## config.mk

```make
export PLATFORM = sky130hd
export DESIGN_NAME = alu_muldiv_sequencer
export DESIGN_NICKNAME = d
export VERILOG_FILES = /design/src/rtl/alu_pkg.sv /design/src/rtl/muldiv_datapath.sv /design/src/rtl/alu_muldiv_sequencer.sv
export SDC_FILE = /design/constraint.sdc
export NUM_CORES = 1
export LEC_CHECK = 0
export CORE_UTILIZATION = 50
export DETAILED_ROUTE_END_ITERATION = 7
export GPL_ROUTABILITY_DRIVEN = 0
export PLACE_DENSITY = 0.73
export REMOVE_ABC_BUFFERS = 1
export SLEW_MARGIN = 30
export SYNTH_ARGS = -nofsm -noshare
export SYNTH_HDL_FRONTEND = slang
export SYNTH_HIERARCHICAL = 1
export SYNTH_SLANG_ARGS = --single-unit
```

## constraint.sdc

```tcl
create_clock -name clk -period 4 [get_ports clk]
set_input_delay 0.8 -clock clk [delete_from_list [all_inputs] [get_ports clk]]
set_output_delay 0.8 -clock clk [all_outputs]
set_load 0.02 [all_outputs]
```

## src/rtl/alu_pkg.sv

```systemverilog
// Shared ALU definitions: ALUControl codes and the mul/div sequencer state type.
package alu_pkg;

    // ALUControl encodings, shared with the single-cycle ALU control.
    localparam logic [3:0] ALU_AND = 4'b0000;
    localparam logic [3:0] ALU_OR  = 4'b0001;
    localparam logic [3:0] ALU_ADD = 4'b0010;
    localparam logic [3:0] ALU_SUB = 4'b0110;
    localparam logic [3:0] ALU_SLT = 4'b0111;
    localparam logic [3:0] ALU_MUL = 4'b1000;
    localparam logic [3:0] ALU_DIV = 4'b1111;

    // Sequencer states.
    typedef enum logic [1:0] {
        StIdle,
        StMul,
        StDiv,
        StDone
    } muldiv_state_e;

    // True for the codes the multi-cycle unit acts on.
    function automatic logic is_muldiv_op(input logic [3:0] code);
        return (code == ALU_MUL) || (code == ALU_DIV);
    endfunction

endpackage

```

## src/rtl/muldiv_datapath.sv

```systemverilog
// Iterative datapath: shift-add multiply and restoring divide, one bit per step.
module muldiv_datapath #(
    parameter int unsigned WIDTH = 32
) (
    input  logic             clk,
    input  logic             reset,
    input  logic             load_i,
    input  logic             step_i,
    input  logic             op_is_div_i,
    input  logic [WIDTH-1:0] operand_a_i,
    input  logic [WIDTH-1:0] operand_b_i,
    output logic [WIDTH-1:0] next_hi_o,
    output logic [WIDTH-1:0] next_lo_o
);

    // hi_q: product upper half / remainder; lo_q: multiplier / quotient.
    // b_q: multiplicand / divisor.
    logic [WIDTH-1:0] hi_q, lo_q, b_q;
    logic [WIDTH-1:0] hi_d, lo_d;
    logic [WIDTH:0]   mul_sum;
    logic [WIDTH:0]   div_rem;
    logic [WIDTH:0]   div_diff;

    // Next value of {hi, lo} after one iteration of the selected operation.
    always_comb begin
        mul_sum  = {1'b0, hi_q} + (lo_q[0] ? {1'b0, b_q} : {(WIDTH + 1){1'b0}});
        // Remainder after the left shift, kept one bit wider for the trial subtract.
        div_rem  = {hi_q, lo_q[WIDTH-1]};
        div_diff = div_rem - {1'b0, b_q};
        hi_d     = hi_q;
        lo_d     = lo_q;
        if (op_is_div_i) begin
            if (!div_diff[WIDTH]) begin
                hi_d = div_diff[WIDTH-1:0];
                lo_d = {lo_q[WIDTH-2:0], 1'b1};
            end else begin
                hi_d = div_rem[WIDTH-1:0];
                lo_d = {lo_q[WIDTH-2:0], 1'b0};
            end
        end else begin
            // {carry, hi} shifted right into lo.
            hi_d = mul_sum[WIDTH:1];
            lo_d = {mul_sum[0], lo_q[WIDTH-1:1]};
        end
    end

    assign next_hi_o = hi_d;
    assign next_lo_o = lo_d;

    // Operand load on accept, one iteration per step cycle.
    always_ff @(posedge clk) begin
        if (reset) begin
            hi_q <= '0;
            lo_q <= '0;
            b_q  <= '0;
        end else if (load_i) begin
            hi_q <= '0;
            lo_q <= op_is_div_i ? operand_a_i : operand_b_i;
            b_q  <= op_is_div_i ? operand_b_i : operand_a_i;
        end else if (step_i) begin
            hi_q <= hi_d;
            lo_q <= lo_d;
        end
    end

endmodule

```

## src/rtl/alu_muldiv_sequencer.sv

```systemverilog
// Multi-cycle mul/div sequencer: FSM, iteration counter, stall and result handshake.
module alu_muldiv_sequencer
    import alu_pkg::*;
#(
    parameter int unsigned WIDTH = 32
) (
    input  logic             clk,
    input  logic             reset,
    input  logic             start,
    input  logic [3:0]       alu_control,
    input  logic [WIDTH-1:0] operand_a,
    input  logic [WIDTH-1:0] operand_b,
    output logic             busy,
    output logic             stall,
    output logic             done,
    output logic [WIDTH-1:0] result_lo,
    output logic [WIDTH-1:0] result_hi,
    output logic             div_by_zero
);

    localparam int unsigned CNT_W = $clog2(WIDTH) + 1;

    muldiv_state_e    state_q;
    logic [CNT_W-1:0] cnt_q;
    logic             busy_q, done_q, dbz_q;
    logic [WIDTH-1:0] res_lo_q, res_hi_q;

    logic             is_div, can_accept, accept, div_zero;
    logic             dp_load, dp_op_is_div;
    logic [WIDTH-1:0] dp_hi, dp_lo;

    // Accept decode and datapath control.
    always_comb begin
        is_div       = (alu_control == ALU_DIV);
        can_accept   = (state_q == StIdle) || (state_q == StDone);
        accept       = start && can_accept && is_muldiv_op(alu_control);
        div_zero     = is_div && (operand_b == '0);
        // Divide by zero never iterates, so the datapath is left alone.
        dp_load      = accept && !div_zero;
        dp_op_is_div = accept ? is_div : (state_q == StDiv);
    end

    muldiv_datapath #(
        .WIDTH(WIDTH)
    ) u_datapath (
        .clk         (clk),
        .reset       (reset),
        .load_i      (dp_load),
        .step_i      (busy_q),
        .op_is_div_i (dp_op_is_div),
        .operand_a_i (operand_a),
        .operand_b_i (operand_b),
        .next_hi_o   (dp_hi),
        .next_lo_o   (dp_lo)
    );

    // Sequencer FSM with registered busy/done/result outputs.
    always_ff @(posedge clk) begin
        if (reset) begin
            state_q  <= StIdle;
            cnt_q    <= '0;
            busy_q   <= 1'b0;
            done_q   <= 1'b0;
            dbz_q    <= 1'b0;
            res_lo_q <= '0;
            res_hi_q <= '0;
        end else begin
            done_q <= 1'b0;
            unique case (state_q)
                StIdle, StDone: begin
                    if (accept) begin
                        if (div_zero) begin
                            state_q  <= StDone;
                            done_q   <= 1'b1;
                            dbz_q    <= 1'b1;
                            res_lo_q <= '1;
                            res_hi_q <= operand_a;
                        end else begin
                            state_q <= is_div ? StDiv : StMul;
                            cnt_q   <= CNT_W'(WIDTH);
                            busy_q  <= 1'b1;
                            dbz_q   <= 1'b0;
                        end
                    end else begin
                        state_q <= StIdle;
                    end
                end
                StMul, StDiv: begin
                    cnt_q <= cnt_q - CNT_W'(1);
                    // Last iteration: capture the datapath's final step directly.
                    if (cnt_q == CNT_W'(1)) begin
                        state_q  <= StDone;
                        busy_q   <= 1'b0;
                        done_q   <= 1'b1;
                        res_lo_q <= dp_lo;
                        res_hi_q <= dp_hi;
                    end
                end
                default: state_q <= StIdle;
            endcase
        end
    end

    assign busy        = busy_q;
    assign done        = done_q;
    assign div_by_zero = dbz_q;
    assign result_lo   = res_lo_q;
    assign result_hi   = res_hi_q;
    // Holds the issuing instruction from its first EX cycle.
    assign stall       = busy_q | accept;

endmodule

```

Word-level counts from Yosys, hierarchy flattened:

Cells that the tools add are included.

* memories kept: 0
* logic and storage cells: 75
* bits in writable memories: 0
* register bits: 171
* bits in latches: 0
* input bits: 71
* memory bits (read-only): 0

* equality and inequality tests: 10
* $mul: 0
* bitwise gates (word level): 1
* add/subtract/negate cells: 3
* magnitude comparators: 0
* div/mod/pow operators: 0
* shift-type cells: 0
* muxes and demuxes: 34
* reductions and logical operators: 17

Operator list (count)
* $mux W32: 14
* $pmux W32 S2: 2
* $add A32 B33 Y33: 1
* $sub A33 B32 Y33: 1
* $logic_not A32 Y1: 1
* $mux W6: 2
* $pmux W6 S2: 1
* $eq A4 B4 Y1 const B: 2
* $mux W1: 8
* $mux W2: 4
* $ne A2 B2 Y1 const B: 4
* $eq A6 B1 Y1 const B: 1
* $reduce_and A3 Y1: 2
* $reduce_or A2 Y1: 3
* $sub A6 B1 Y6 const B: 1
* $eq A2 B2 Y1 const B: 2
* $logic_and A1 B1 Y1: 4
* $pmux W1 S2: 2
* $pmux W2 S2: 1
* $reduce_and A2 Y1: 2
* $eq A2 B1 Y1 const B: 1
* $logic_not A2 Y1: 1
* $logic_or A1 B1 Y1: 2
* $reduce_bool A2 Y1: 1
* other kinds (2): 2

Depth between registers and ports, before layout:

Gate-level depths: netlist of the first run.

* depth in word-level cells: 8
* gate-level depth with buffers: 16
* mapped depth without buffers: 14

Hierarchy:

Netlist of the first run, hierarchy kept.

Modules (own cells, without submodules)
* muldiv_datapath: area each 9172.5 um^2, cells an instance 1191, times used 1
* alu_muldiv_sequencer: area each 3570.9 um^2, cells an instance 373, times used 1

Least setup slack after synthesis of the first run:

Ideal clock, no wire load.

* path kind: reg-to-reg
* from: register u_datapath.lo_q[31]
* to: register res_hi_q[25] (netlist: result_hi[25])
* stages on the path, launching flop included: 16
* arrival: 3140 ps
* library setup time: 146 ps
* clock period less this slack: 3286 ps
* slack: 714 ps
* path buffers: 2
* cell sequence: dfxtp_1 inv_1 ha_1 fa_1 nand2b_1 a21oi_1 o211ai_2 a211oi_2 mux2_4 and2_4 buf_12 buf_6 a41o_1 or2_1 mux2i_1 a211oi_2

* cells in the longest elaborated chain, start to end: 5

RTL lines
* start, declared: RTL line muldiv_datapath.sv:18 `logic [WIDTH-1:0] hi_q, lo_q, b_q;`
* start signal, assigned: RTL line muldiv_datapath.sv:58 `lo_q <= op_is_div_i ? operand_a_i : operand_b_i;`
* start signal, assigned: RTL line muldiv_datapath.sv:62 `lo_q <= lo_d;`
* $sub A33 B32 Y33: RTL line muldiv_datapath.sv:29 `div_diff = div_rem - {1'b0, b_q};`
* $mux W32: RTL line muldiv_datapath.sv:33 `if (!div_diff[WIDTH]) begin`
* $mux W32: RTL line muldiv_datapath.sv:32 `if (op_is_div_i) begin`
* via dp_hi[25]: RTL line alu_muldiv_sequencer.sv:30 `logic [WIDTH-1:0] dp_hi, dp_lo;`
* $mux W32: RTL line alu_muldiv_sequencer.sv:91 `if (cnt_q == CNT_W'(1)) begin`
* $pmux W32 S2: RTL line alu_muldiv_sequencer.sv:69 `unique case (state_q)`
* end signal, assigned: RTL line alu_muldiv_sequencer.sv:77 `res_hi_q <= operand_a;`
* end signal, assigned: RTL line alu_muldiv_sequencer.sv:96 `res_hi_q <= dp_hi;`
* end, declared: RTL line alu_muldiv_sequencer.sv:26 `logic [WIDTH-1:0] res_lo_q, res_hi_q;`

The timed path passes the listed nets, and every way through them passes these cells. The select of a mux whose other input is x is not followed.
A chain may end at the register's enable or synchronous reset.

Worst setup path in the final report of the first run:

* from: register u_datapath.lo_q[31]
* to: register res_hi_q[20] (netlist: result_hi[20])

The elaborated chain is that of the path after synthesis.

==> impl_metrics.env, run 1 <==
export IMPL_grt_first_pass_wirelength_mm=61.9
export IMPL_syn_inst=1564
export IMPL_flow_area_growth_from_synthesis_pct=17.0
export IMPL_power_total_mw=5.02
export IMPL_detail_route_wirelength_mm=38.7
export IMPL_synth_seq_area_share_pct=26.9
export IMPL_synth_largest_type_area_fraction_pct=26.9
export IMPL_die_width_um=162
export IMPL_grt_start_max_net_pins=76
export IMPL_clock_tree_from_tritoncts="done"
export IMPL_fraction_of_final_layout_cells_with_drive_strength_greater_than_1_pct=14.3
export IMPL_netlist_area_sq_mm=0.0127
export IMPL_clock_insertion_delay_worst_skew_ns=0.44
export IMPL_total_leakage_power_nw=6.08
export IMPL_power_density_mw_per_mm2=337
export IMPL_via_count=12151
export IMPL_nNetsFinal=1781
export IMPL_yosysWarnings=6
export IMPL_die_footprint_sq_mm=0.0261
export IMPL_critical_path_peak_fanout=14
export IMPL_cts_hold_fix_buffers=0
export IMPL_num_antenna_cells=0
export IMPL_antenna_violating_nets_post_route=0
export IMPL_clk_root_buffer_cell="clkbuf_16"
export IMPL_chipHeight_um=162
export IMPL_clk_path_buf_depth=2
export IMPL_io_buffer_count=138
export IMPL_tritoncts_num_sinks=171
export IMPL_drt_wirelength_per_cell_um=19.5
export IMPL_criticalPathCategory="flip-flop to flip-flop"
export IMPL_synth_area_leaders="dfxtp_1, ha_1, mux2i_1, nor2_1, mux2_2"
export IMPL_dr_first_iter_drc_count=1074
export IMPL_worst_hold_path_type="flip-flop to flip-flop"
export IMPL_grt_ovfl_total=0
export IMPL_detail_route_drc_violations=0
export IMPL_drt_first_pass_iters=5
export IMPL_synth_ff_type="dfxtp_1"
export IMPL_grt_pass1_vias=11409
export IMPL_maxSlewViolCount=0
export IMPL_power_ir_vdd_worst_v=0.000293
export IMPL_finalSetupViolCount=0
export IMPL_coreArea_sq_mm=0.0251
export IMPL_mostFrequentLayoutCells="nor2_1, dfxtp_1, clkdlybuf4s50_1"
export IMPL_cts_buffers_inserted=17
export IMPL_postSynth_asyncResetShare_pct=0
export IMPL_initial_core_util_pct=50.8
export IMPL_synth_area_per_inst_sq_um=8.15
export IMPL_hold_viol_final=0
export IMPL_peak_freq_mhz=260
export IMPL_postCtsSetupRepairBufs=0
export IMPL_dp_hpwl_mm=28.2
export IMPL_io_pin_count=139
export IMPL_clock_skew_ns=0.0184
export IMPL_number_of_flops_mapped_to_enable_cells_by_yosys=0
export IMPL_hold_ws_ns=0.510
export IMPL_detail_route_vias_per_cell=6.12
export IMPL_antenna_found_initial=0
export IMPL_layout_cells_most_common="nor2_1"
export IMPL_max_slew_margin_rel_pct=50.0
export IMPL_unrepaired_setup_endpoints_after_global_routing="false"
export IMPL_status="completed"
export IMPL_worstSetupStartpointType="flip-flop"
export IMPL_max_cap_violations=0
export IMPL_final_core_util_pct=59.4
export IMPL_synth_seq_cells=171
export IMPL_number_of_inserted_filler_cells_in_the_final_layout=2286
export IMPL_worstPathArrival_ns=4.14
export IMPL_grtUsageTotal_pct=29.6
export IMPL_synthDominantAreaCellType="dfxtp_1"
export IMPL_period_share_pct=96.2
export IMPL_htree_num_levels=4
export IMPL_layout_min_cycle_time_ns=3.85
export IMPL_rows=58
export IMPL_timing_critical_path_to_type="flip-flop"
export IMPL_clkTransAtPathRegs_ns=0.08
export IMPL_critical_path_required_ns=4.29
export IMPL_tightestPinTransition_ns=0.750
export IMPL_post_synth_num_cell_types=83
[sequential cells by signal, indices dropped and copies added (netlist names)]
| signal | flops |
|---|---|
| div_by_zero | 1 |
| u_datapath/b_q | 32 |
| busy | 1 |
| state_q | 2 |
| result_hi | 32 |
| u_datapath/hi_q | 32 |
| u_datapath/lo_q | 32 |
| result_lo | 32 |
| cnt_q | 6 |
| done | 1 |
[cells in the mapped netlist (all sizes together) (7+ instances only)]
cell type	number
o21ai	49
nand4	11
a31oi	20
nand3	24
o21ba	11
dfxtp	171
a211oi	78
o31ai	12
buf	40
nor2b	12
a21o	40
xnor2	23
a21oi	102
or2	7
clkbuf	69
nor3	119
ha	67
nor2	205
mux2i	82
nand2	95
xor2	28
or3	34
nand2b	7
and3	11
and2	37
nor4	10
inv	53
mux2	67
o21a	9
[per-stage QoR]
| step | worst slack (ns) | TNS (ns) | cells | area, sq um |
|---|---|---|---|---|
| finish | 0.152 | 0 | 1984 | 14900 |
| global route | 0.0486 | 0 | 1984 | 14900 |
| CTS | 0.0334 | 0 | 1984 | 14900 |
| detailed placement | -0.0361 | -0.0361 | 1951 | 14300 |
| global placement | -0.0133 | -0.0133 | 1951 | 14300 |
| floorplan | -4.52 | -418.63 | 1455 | 12200 |
[worst max-delay path: stages, from the launching register on]
cell	delay, ns
dfxtp_1	0.35
inv_1	0.14
ha_1	0.26
fa_1	0.38
nand2b_1	0.20
a21oi_2	0.21
o211ai_2	0.14
a211oi_2	0.36
mux2_4	0.32
and2_4	0.33
mux2_2	0.37
a21oi_1	0.33
inv_1	0.09
mux2i_1	0.14
a211oi_1	0.09
[logic make-up (layout without fill, tap and decap cells)]
group,Yosys count,after routing,share of synthesized area [%]
DFF,171,171,26.9
adders and majority gates,69,69,6.89
muxes,149,149,12.4
buffers and inverters,163,252,5.76
AOI/OAI and AO/OA,385,385,22.3
xor gates and xnor gates,51,51,3.51
and+or+nand+nor,576,577,22.3
[power by group]
| part | internal, mW | switching [mW] | total (mW) |
|---|---|---|---|
| sequential | 1.76 | 0.0604 | 1.82 |
| combinational | 0.638 | 0.910 | 1.55 |
| clock | 0.833 | 0.818 | 1.65 |
| total | 3.23 | 1.79 | 5.02 |
[path summary, 6_finish.rpt]
path / cells past startpoint / to / from / slack, ns
hold reg to reg: 2 / u_datapath/b_q[2]$_SDFFE_PP0P_ / u_datapath/b_q[2]$_SDFFE_PP0P_ / 0.51
setup reg to reg: 14 / result_hi[20]$_SDFFE_PP0P_ / u_datapath/lo_q[31]$_SDFFE_PP0P_ / 0.15
setup / recovery: 14 / result_hi[20]$_SDFFE_PP0P_ / u_datapath/lo_q[31]$_SDFFE_PP0P_ / 0.15
hold / removal: 2 / u_datapath/b_q[2]$_SDFFE_PP0P_ / u_datapath/b_q[2]$_SDFFE_PP0P_ / 0.51
[layout make-up]
cell class	instances	area [sq um]	area share, %
Clock buffer	18	429	2.88
Clock inverter	14	149	0.998
Inverter	54	204	1.37
Multi-Input combinational cell	1231	8660	58.1
Sequential cell	171	3430	23.0
Tap cell	330	413	2.77
Timing Repair Buffer	166	1630	10.9
[metal layers]
metal  global-route usage [%]  vias to the layer above  routed length, um
met4                     9.22                        0                907
met2                     46.3                      514              17400
met3                     4.03                       75               2870
li1                         -                     5805                  -
met1                     41.9                     5757              17500
met5                        0                        -                  0
[timing repair]
action / CTS / global route
endpoints found under the setup margin: 2 / 15
resized for setup: 1 / 8
gates cloned: 1 / 0
Note: power is estimated with default switching activity, not from simulation.
==> run 2, diff against run 1 <==
--- a/config.mk
+++ b/config.mk
@@ -5,10 +5,11 @@
 export SDC_FILE = /design/constraint.sdc
 export NUM_CORES = 1
 export LEC_CHECK = 0
+export ABC_AREA = 1
 export CORE_UTILIZATION = 50
 export DETAILED_ROUTE_END_ITERATION = 7
 export GPL_ROUTABILITY_DRIVEN = 0
-export PLACE_DENSITY = 0.73
+export PLACE_DENSITY = 0.72
 export REMOVE_ABC_BUFFERS = 1
 export SLEW_MARGIN = 30
 export SYNTH_ARGS = -nofsm -noshare
==> run 2 against run 1 <==
  * Combinational power increased by 13%
  * Flip-flop and latch count unchanged
  * Final cell count increased by 45%
  * Synthesized cell count increased by 55%
  * Hold slack got worse by 0.027 ns
  * Largest power group unchanged
  * Highest routed layer unchanged
==> impl_metrics.env, run 2 <==
export IMPL_clock_power_share_pct=32.5
export IMPL_intPower_mw=3.16
export IMPL_number_of_flops_mapped_to_enable_cells_by_yosys=0
export IMPL_dpl_cell_count=2846
export IMPL_nNetsFinal=2633
export IMPL_die_width_um=169
export IMPL_reg2regPathDepth=21
export IMPL_initial_core_util_pct=51.3
export IMPL_hold_viol_final=0
export IMPL_detail_route_wirelength_mm=46.3
export IMPL_syn_inst=2417
export IMPL_postCtsSetupRepairBufs=0
export IMPL_cts_resized=0
export IMPL_clk_path_buf_depth=2
export IMPL_via_count=15698
export IMPL_finalSetupViolCount=0
export IMPL_synth_area_per_inst_sq_um=5.75
export IMPL_max_slew_margin_rel_pct=38.1
export IMPL_layout_min_cycle_time_ns=3.50
export IMPL_max_cap_violations=0
export IMPL_critical_path_peak_fanout=4
export IMPL_synth_area_leaders="dfxtp_1, nand2_1, inv_1, nor2_1, ha_1"
export IMPL_path_common_cell="clkdlybuf4s50_1"
export IMPL_crit_path_max_incr_delay_ns=0.59
export IMPL_drt_first_pass_iters=6
export IMPL_flow_area_growth_from_synthesis_pct=15.3
export IMPL_final_core_util_pct=59.2
export IMPL_finished_layout_cells=2878
export IMPL_clock_tree_from_tritoncts="done"
export IMPL_power_density_mw_per_mm2=329
export IMPL_post_synth_num_cell_types=40
export IMPL_grt_ovfl_total=0
export IMPL_switching_power_mw=2.11
export IMPL_drt_wirelength_per_cell_um=16.1
export IMPL_power_ir_vdd_worst_v=0.000291
export IMPL_antenna_violating_nets_post_route=0
export IMPL_cts_hold_fix_buffers=0
export IMPL_dpl_cell_area_sq_mm=0.0154
export IMPL_synth_largest_type_area_fraction_pct=24.6
export IMPL_worst_hold_path_type="flip-flop to flip-flop"
export IMPL_grtUsageTotal_pct=32.5
export IMPL_peak_freq_mhz=286
export IMPL_timing_critical_path_cells="clkdlybuf4s50_1 -> nand4_1 -> a21oi_1 -> or2_2 -> clkdlybuf4s50_1"
export IMPL_timing_critical_path_to_type="primary output"
export IMPL_clk_root_buffer_cell="clkbuf_16"
export IMPL_number_of_inserted_filler_cells_in_the_final_layout=2696
export IMPL_synth_ff_type="dfxtp_1"
export IMPL_synth_most_common_cell="nand2_1"
export IMPL_io_buffer_count=138
export IMPL_worstPathArrival_ns=2.70
export IMPL_critical_path_required_ns=3.20
export IMPL_synth_seq_cells=171
export IMPL_portion_of_total_power_attributed_to_combinational_logic_pct=33.2
export IMPL_clock_skew_ns=0.0207
export IMPL_dp_hpwl_mm=34.9
export IMPL_post_route_cell_area_sq_mm=0.0160
export IMPL_clock_insertion_delay_worst_skew_ns=0.44
export IMPL_io_pin_count=139
export IMPL_dr_first_iter_drc_count=2068
export IMPL_num_antenna_cells=0
export IMPL_detail_route_drc_violations=0
export IMPL_unrepaired_setup_endpoints_after_global_routing="false"
export IMPL_hold_ws_ns=0.483
export IMPL_yosysWarnings=6
export IMPL_rows=60
export IMPL_cts_buffers_inserted=17
export IMPL_grt_start_max_net_pins=140
export IMPL_detail_route_vias_per_cell=5.45
export IMPL_htree_num_levels=4
export IMPL_mostFrequentLayoutCells="nand2_1, inv_1, nor2_1"
export IMPL_share_seq_of_total_power_pct=34.2
export IMPL_fraction_of_final_layout_cells_with_drive_strength_greater_than_1_pct=4.47
export IMPL_maxSlewViolCount=0
export IMPL_grt_first_pass_wirelength_mm=73.9
export IMPL_synth_seq_area_share_pct=24.6
export IMPL_die_footprint_sq_mm=0.0285
export IMPL_chipHeight_um=169
export IMPL_status="completed"
export IMPL_worstSetupStartpointType="input pin"
export IMPL_tightestPinTransition_ns=0.923
export IMPL_cpMaxStageDelayCell="clkdlybuf4s50_1"
export IMPL_power_total_mw=5.28
export IMPL_tritoncts_num_sinks=171
export IMPL_coreArea_sq_mm=0.0271
export IMPL_period_share_pct=87.6
export IMPL_netlist_area_sq_mm=0.0139
export IMPL_antenna_found_initial=0
export IMPL_postSynth_asyncResetShare_pct=0
export IMPL_clkTransAtPathRegs_ns=0.08
export IMPL_synthDominantAreaCellType="dfxtp_1"
export IMPL_hold_path_cell_count=2
export IMPL_power_share_switching_pct=40.0
export IMPL_layout_cells_most_common="nand2_1"
export IMPL_criticalPathCategory="input pin to primary output"
export IMPL_total_leakage_power_nw=8.57
export IMPL_grt_pass1_vias=14379
export IMPL_ys_top_cells_by_count="nand2_1, inv_1, nor2_1, dfxtp_1, a21oi_1"
-- run 2: cell types whose count changed after synthesis, sizes merged, moves of 35 or more --
cell	change
nand3	+112
mux2	-67
a21oi	+63
nor3	-113
and2	-35
nor2	+59
a211oi	-78
inv	+329
o21ai	+142
a21o	-35
mux2i	-82
nand2	+672
-- run 2: path summary, 6_finish.rpt --
| path | start | endpoint | slack [ns] |
|---|---|---|---|
| max | alu_control[3] | stall | 0.50 |
| min reg2reg | result_lo[1]$_SDFFE_PP0P_ | result_lo[1]$_SDFFE_PP0P_ | 0.48 |
| max reg2reg | u_datapath/lo_q[31]$_SDFFE_PP0P_ | result_hi[20]$_SDFFE_PP0P_ | 0.58 |
| min | result_lo[1]$_SDFFE_PP0P_ | result_lo[1]$_SDFFE_PP0P_ | 0.48 |
-- run 2: power by group through the flow --
stage          Sequential, mW  Clock, mW  Combinational [mW]
2_1_floorplan            1.83          0                1.15
6_report                 1.81       1.72                1.75
3_5_place_dp             1.84          0                1.70
3_3_place_gp             1.84          0                1.68
4_1_cts                  1.80       1.73                1.71
5_1_grt                  1.81       1.79                1.94
-- run 2: logic make-up (layout without fill, tap and decap cells) --
kind of cell    after synthesis  after routing  share of synthesized area (%)
fa+ha+maj                    69             69                           6.31
buf+inv                     487            576                           14.3
simple gates               1223           1223                           36.0
flops                       171            171                           24.6
compound gates              445            445                           17.4
xor+xnor                     22             22                           1.39
-- run 2: final cells by class --
type / instances / area (sq um) / share of cell area (%)
clock inverters: 14 / 168 / 1.05
well taps: 372 / 465 / 2.90
flip-flops and latches: 171 / 3420 / 21.4
clock buffers: 18 / 429 / 2.68
repair buffers: 157 / 1580 / 9.87
multi-input cells: 1759 / 8510 / 53.1
inverters: 387 / 1450 / 9.07
-- run 2: worst max-delay path: cells and delay by family --
| family | cells | cell delay (ns) |
|---|---|---|
| AOI/OAI and AO/OA | 1 | 0.42 |
| and+or+nand+nor | 2 | 0.41 |
| buffers and inverters | 2 | 1.06 |
-- run 2: routing by layer --
metal | GRT usage [%] | part of all wire [%]
met1 | 46.4 | 45
met2 | 51.1 | 43
met3 | 4.86 | 10
met4 | 7.87 | 2.0
met5 | 0 | 0
-- run 2: stage by stage --
stage | setup slack [ns] | setup TNS, ns
5_1_grt | 0.408 | 0
3_3_place_gp | 0.480 | 0
2_1_floorplan | -3.66 | -486.75
4_1_cts | 0.500 | 0
6_report | 0.498 | 0
3_5_place_dp | 0.518 | 0
==> run 3, diff against run 2 <==
--- a/config.mk
+++ b/config.mk
@@ -9,6 +9,7 @@
 export CORE_UTILIZATION = 50
 export DETAILED_ROUTE_END_ITERATION = 7
 export GPL_ROUTABILITY_DRIVEN = 0
+export MAX_ROUTING_LAYER = met4
 export PLACE_DENSITY = 0.72
 export REMOVE_ABC_BUFFERS = 1
 export SLEW_MARGIN = 30
==> run 3 against run 2 <==
  * Combinational power is essentially flat
  * Hold slack gained 0.00073 ns
  * Power about the same
  * Worst setup slack worse by 0.031 ns
  * Critical path depth unchanged
  * Clock power is essentially flat
  * Utilization did not move
  * Clock-buffer cell count unchanged
  * Critical path type unchanged
  * Largest cell class unchanged
==> impl_metrics.env, run 3 (synthesis results as in run 2) <==
export IMPL_critical_path_required_ns=3.20
export IMPL_hold_path_cell_count=2
export IMPL_criticalPathCategory="input pin to primary output"
export IMPL_cts_buffers_inserted=17
export IMPL_path_common_cell="clkdlybuf4s50_1"
export IMPL_final_core_util_pct=59.2
export IMPL_io_buffer_count=138
export IMPL_cts_hold_fix_buffers=0
export IMPL_coreArea_sq_mm=0.0271
export IMPL_initial_core_util_pct=51.3
export IMPL_finalSetupViolCount=0
export IMPL_fraction_of_final_layout_cells_with_drive_strength_greater_than_1_pct=4.47
export IMPL_max_cap_violations=0
export IMPL_detail_route_vias_per_cell=5.44
export IMPL_die_footprint_sq_mm=0.0285
export IMPL_nNetsFinal=2633
export IMPL_worstReg2RegStart="u_datapath/lo_q[31]$_SDFFE_PP0P_"
export IMPL_peak_freq_mhz=283
export IMPL_power_ir_vdd_worst_v=0.000289
export IMPL_maxSlewViolCount=0
export IMPL_dpl_cell_count=2846
export IMPL_cpMaxStageDelayCell="clkdlybuf4s50_1"
export IMPL_clock_skew_ns=0.0184
export IMPL_worst_hold_path_type="flip-flop to flip-flop"
export IMPL_worstPathArrival_ns=2.73
export IMPL_clock_insertion_delay_worst_skew_ns=0.44
export IMPL_fin_tns_setup_ns=0
export IMPL_flow_area_growth_from_synthesis_pct=15.3
export IMPL_postCtsSetupRepairBufs=0
export IMPL_crit_family="buffers and inverters"
export IMPL_total_leakage_power_nw=8.57
export IMPL_tritoncts_num_sinks=171
export IMPL_grtUsageMet3_pct=4.56
export IMPL_clock_power_share_pct=32.5
export IMPL_num_antenna_cells=0
export IMPL_io_pin_count=139
export IMPL_path_buf_inv=2
export IMPL_intPower_mw=3.16
export IMPL_clk_path_buf_depth=2
export IMPL_switching_power_mw=2.11
export IMPL_layout_cells_most_common="nand2_1"
export IMPL_portion_of_total_power_attributed_to_combinational_logic_pct=33.2
export IMPL_grt_busiest_layer="met2"
export IMPL_die_width_um=169
export IMPL_reg2regPathDepth=21
export IMPL_chipHeight_um=169
export IMPL_grt_first_pass_wirelength_mm=73.9
export IMPL_grt_pass1_vias=14399
export IMPL_grt_util_met1_pct=46.4
export IMPL_unrepaired_setup_endpoints_after_global_routing="false"
export IMPL_crit_path_max_incr_delay_ns=0.59
export IMPL_drt_wirelength_per_cell_um=16.1
export IMPL_holdPathEnd="result_lo[1]$_SDFFE_PP0P_"
export IMPL_layout_min_cycle_time_ns=3.53
export IMPL_grt_start_max_net_pins=140
export IMPL_groute_layer_met2_usage_pct=51.1
export IMPL_share_seq_of_total_power_pct=34.3
export IMPL_detail_route_wirelength_mm=46.4
export IMPL_status="completed"
export IMPL_detail_route_drc_violations=0
export IMPL_cts_resized=0
export IMPL_critical_path_peak_fanout=4
export IMPL_grt_ovfl_total=0
export IMPL_mostFrequentLayoutCells="nand2_1, inv_1, nor2_1"
export IMPL_timing_critical_path_cells="clkdlybuf4s50_1 -> nand4_1 -> a21oi_1 -> or2_2 -> clkdlybuf4s50_1"
export IMPL_setup_reg_to_reg_worst_slack_ns=0.56
export IMPL_clkTransAtPathRegs_ns=0.09
export IMPL_clock_tree_from_tritoncts="done"
export IMPL_tightestPinTransition_ns=0.923
export IMPL_worstSetupStartpointType="input pin"
export IMPL_dr_first_iter_drc_count=1986
export IMPL_holdCritStartpoint="result_lo[1]$_SDFFE_PP0P_"
export IMPL_clk_root_buffer_cell="clkbuf_16"
export IMPL_rows=60
export IMPL_timing_critical_path_to_type="primary output"
export IMPL_antenna_violating_nets_post_route=0
export IMPL_period_share_pct=88.3
export IMPL_power_density_mw_per_mm2=329
export IMPL_power_share_switching_pct=40.0
export IMPL_drt_first_pass_iters=6
export IMPL_dpl_cell_area_sq_mm=0.0154
export IMPL_max_slew_margin_rel_pct=38.1
export IMPL_hold_viol_final=0
export IMPL_post_route_cell_area_sq_mm=0.0160
export IMPL_grtUsageTotal_pct=33.5
export IMPL_rr_endpoint="result_hi[20]$_SDFFE_PP0P_"
export IMPL_finished_layout_cells=2878
export IMPL_htree_num_levels=4
export IMPL_power_total_mw=5.27
export IMPL_antenna_found_initial=0
export IMPL_via_count=15667
export IMPL_dp_hpwl_mm=34.9
run 3: cell counts in the layout (fill, tap and decap cells not counted):
No cell type changed its count.
run 3: worst register-to-register path, delay by kind of cell (launching register included):
family	cells	cell delay (ns)
buf+inv	2	0.22
simple gates	17	1.97
flops	1	0.35
fa+ha+maj	2	0.79
run 3: worst max-delay path by stage:
stage	start	to	slack, ns	depth (start not counted)
final	alu_control[3]	stall	0.47	5
after global routing	alu_control[0]	stall	0.41	5
after CTS	alu_control[0]	stall	0.50	5
after detailed placement	alu_control[0]	stall	0.52	5
after global placement	alu_control[3]	stall	0.48	5
after floorplan	state_q[0]$_SDFFE_PP0P_	u_datapath/lo_q[2]$_SDFFE_PP0P_	-3.66	12
run 3: layer usage:
metal | wire length [um] | vias up | share of wire [%]
li1 | - | 7757 | -
met1 | 21000 | 7032 | 45
met2 | 19800 | 805 | 43
met3 | 4670 | 73 | 10
met4 | 940 | 0 | 2.0
met5 | 0 | - | 0
run 3: area by class of cell:
class,count,area (sq um)
fill,2696,11100
multi-input combinational,1759,8510
clock buffer,18,429
timing repair buffer,157,1580
tap,372,465
clock inverter,14,168
inverter,387,1450
sequential,171,3420
run 3: power by group through the flow:
| stage | Clock (mW) | Sequential, mW | Combinational [mW] |
|---|---|---|---|
| finish | 1.71 | 1.81 | 1.75 |
| global route | 1.79 | 1.81 | 1.94 |
| CTS | 1.73 | 1.80 | 1.71 |
| detailed placement | 0 | 1.84 | 1.70 |
| global placement | 0 | 1.84 | 1.68 |
| floorplan | 0 | 1.83 | 1.15 |
run 3: per-stage QoR:
stage	hold WS (ns)	setup WS [ns]
global placement	0.457	0.480
detailed placement	0.462	0.518
global route	0.499	0.408
floorplan	0.441	-3.66
finish	0.484	0.467
CTS	0.482	0.500
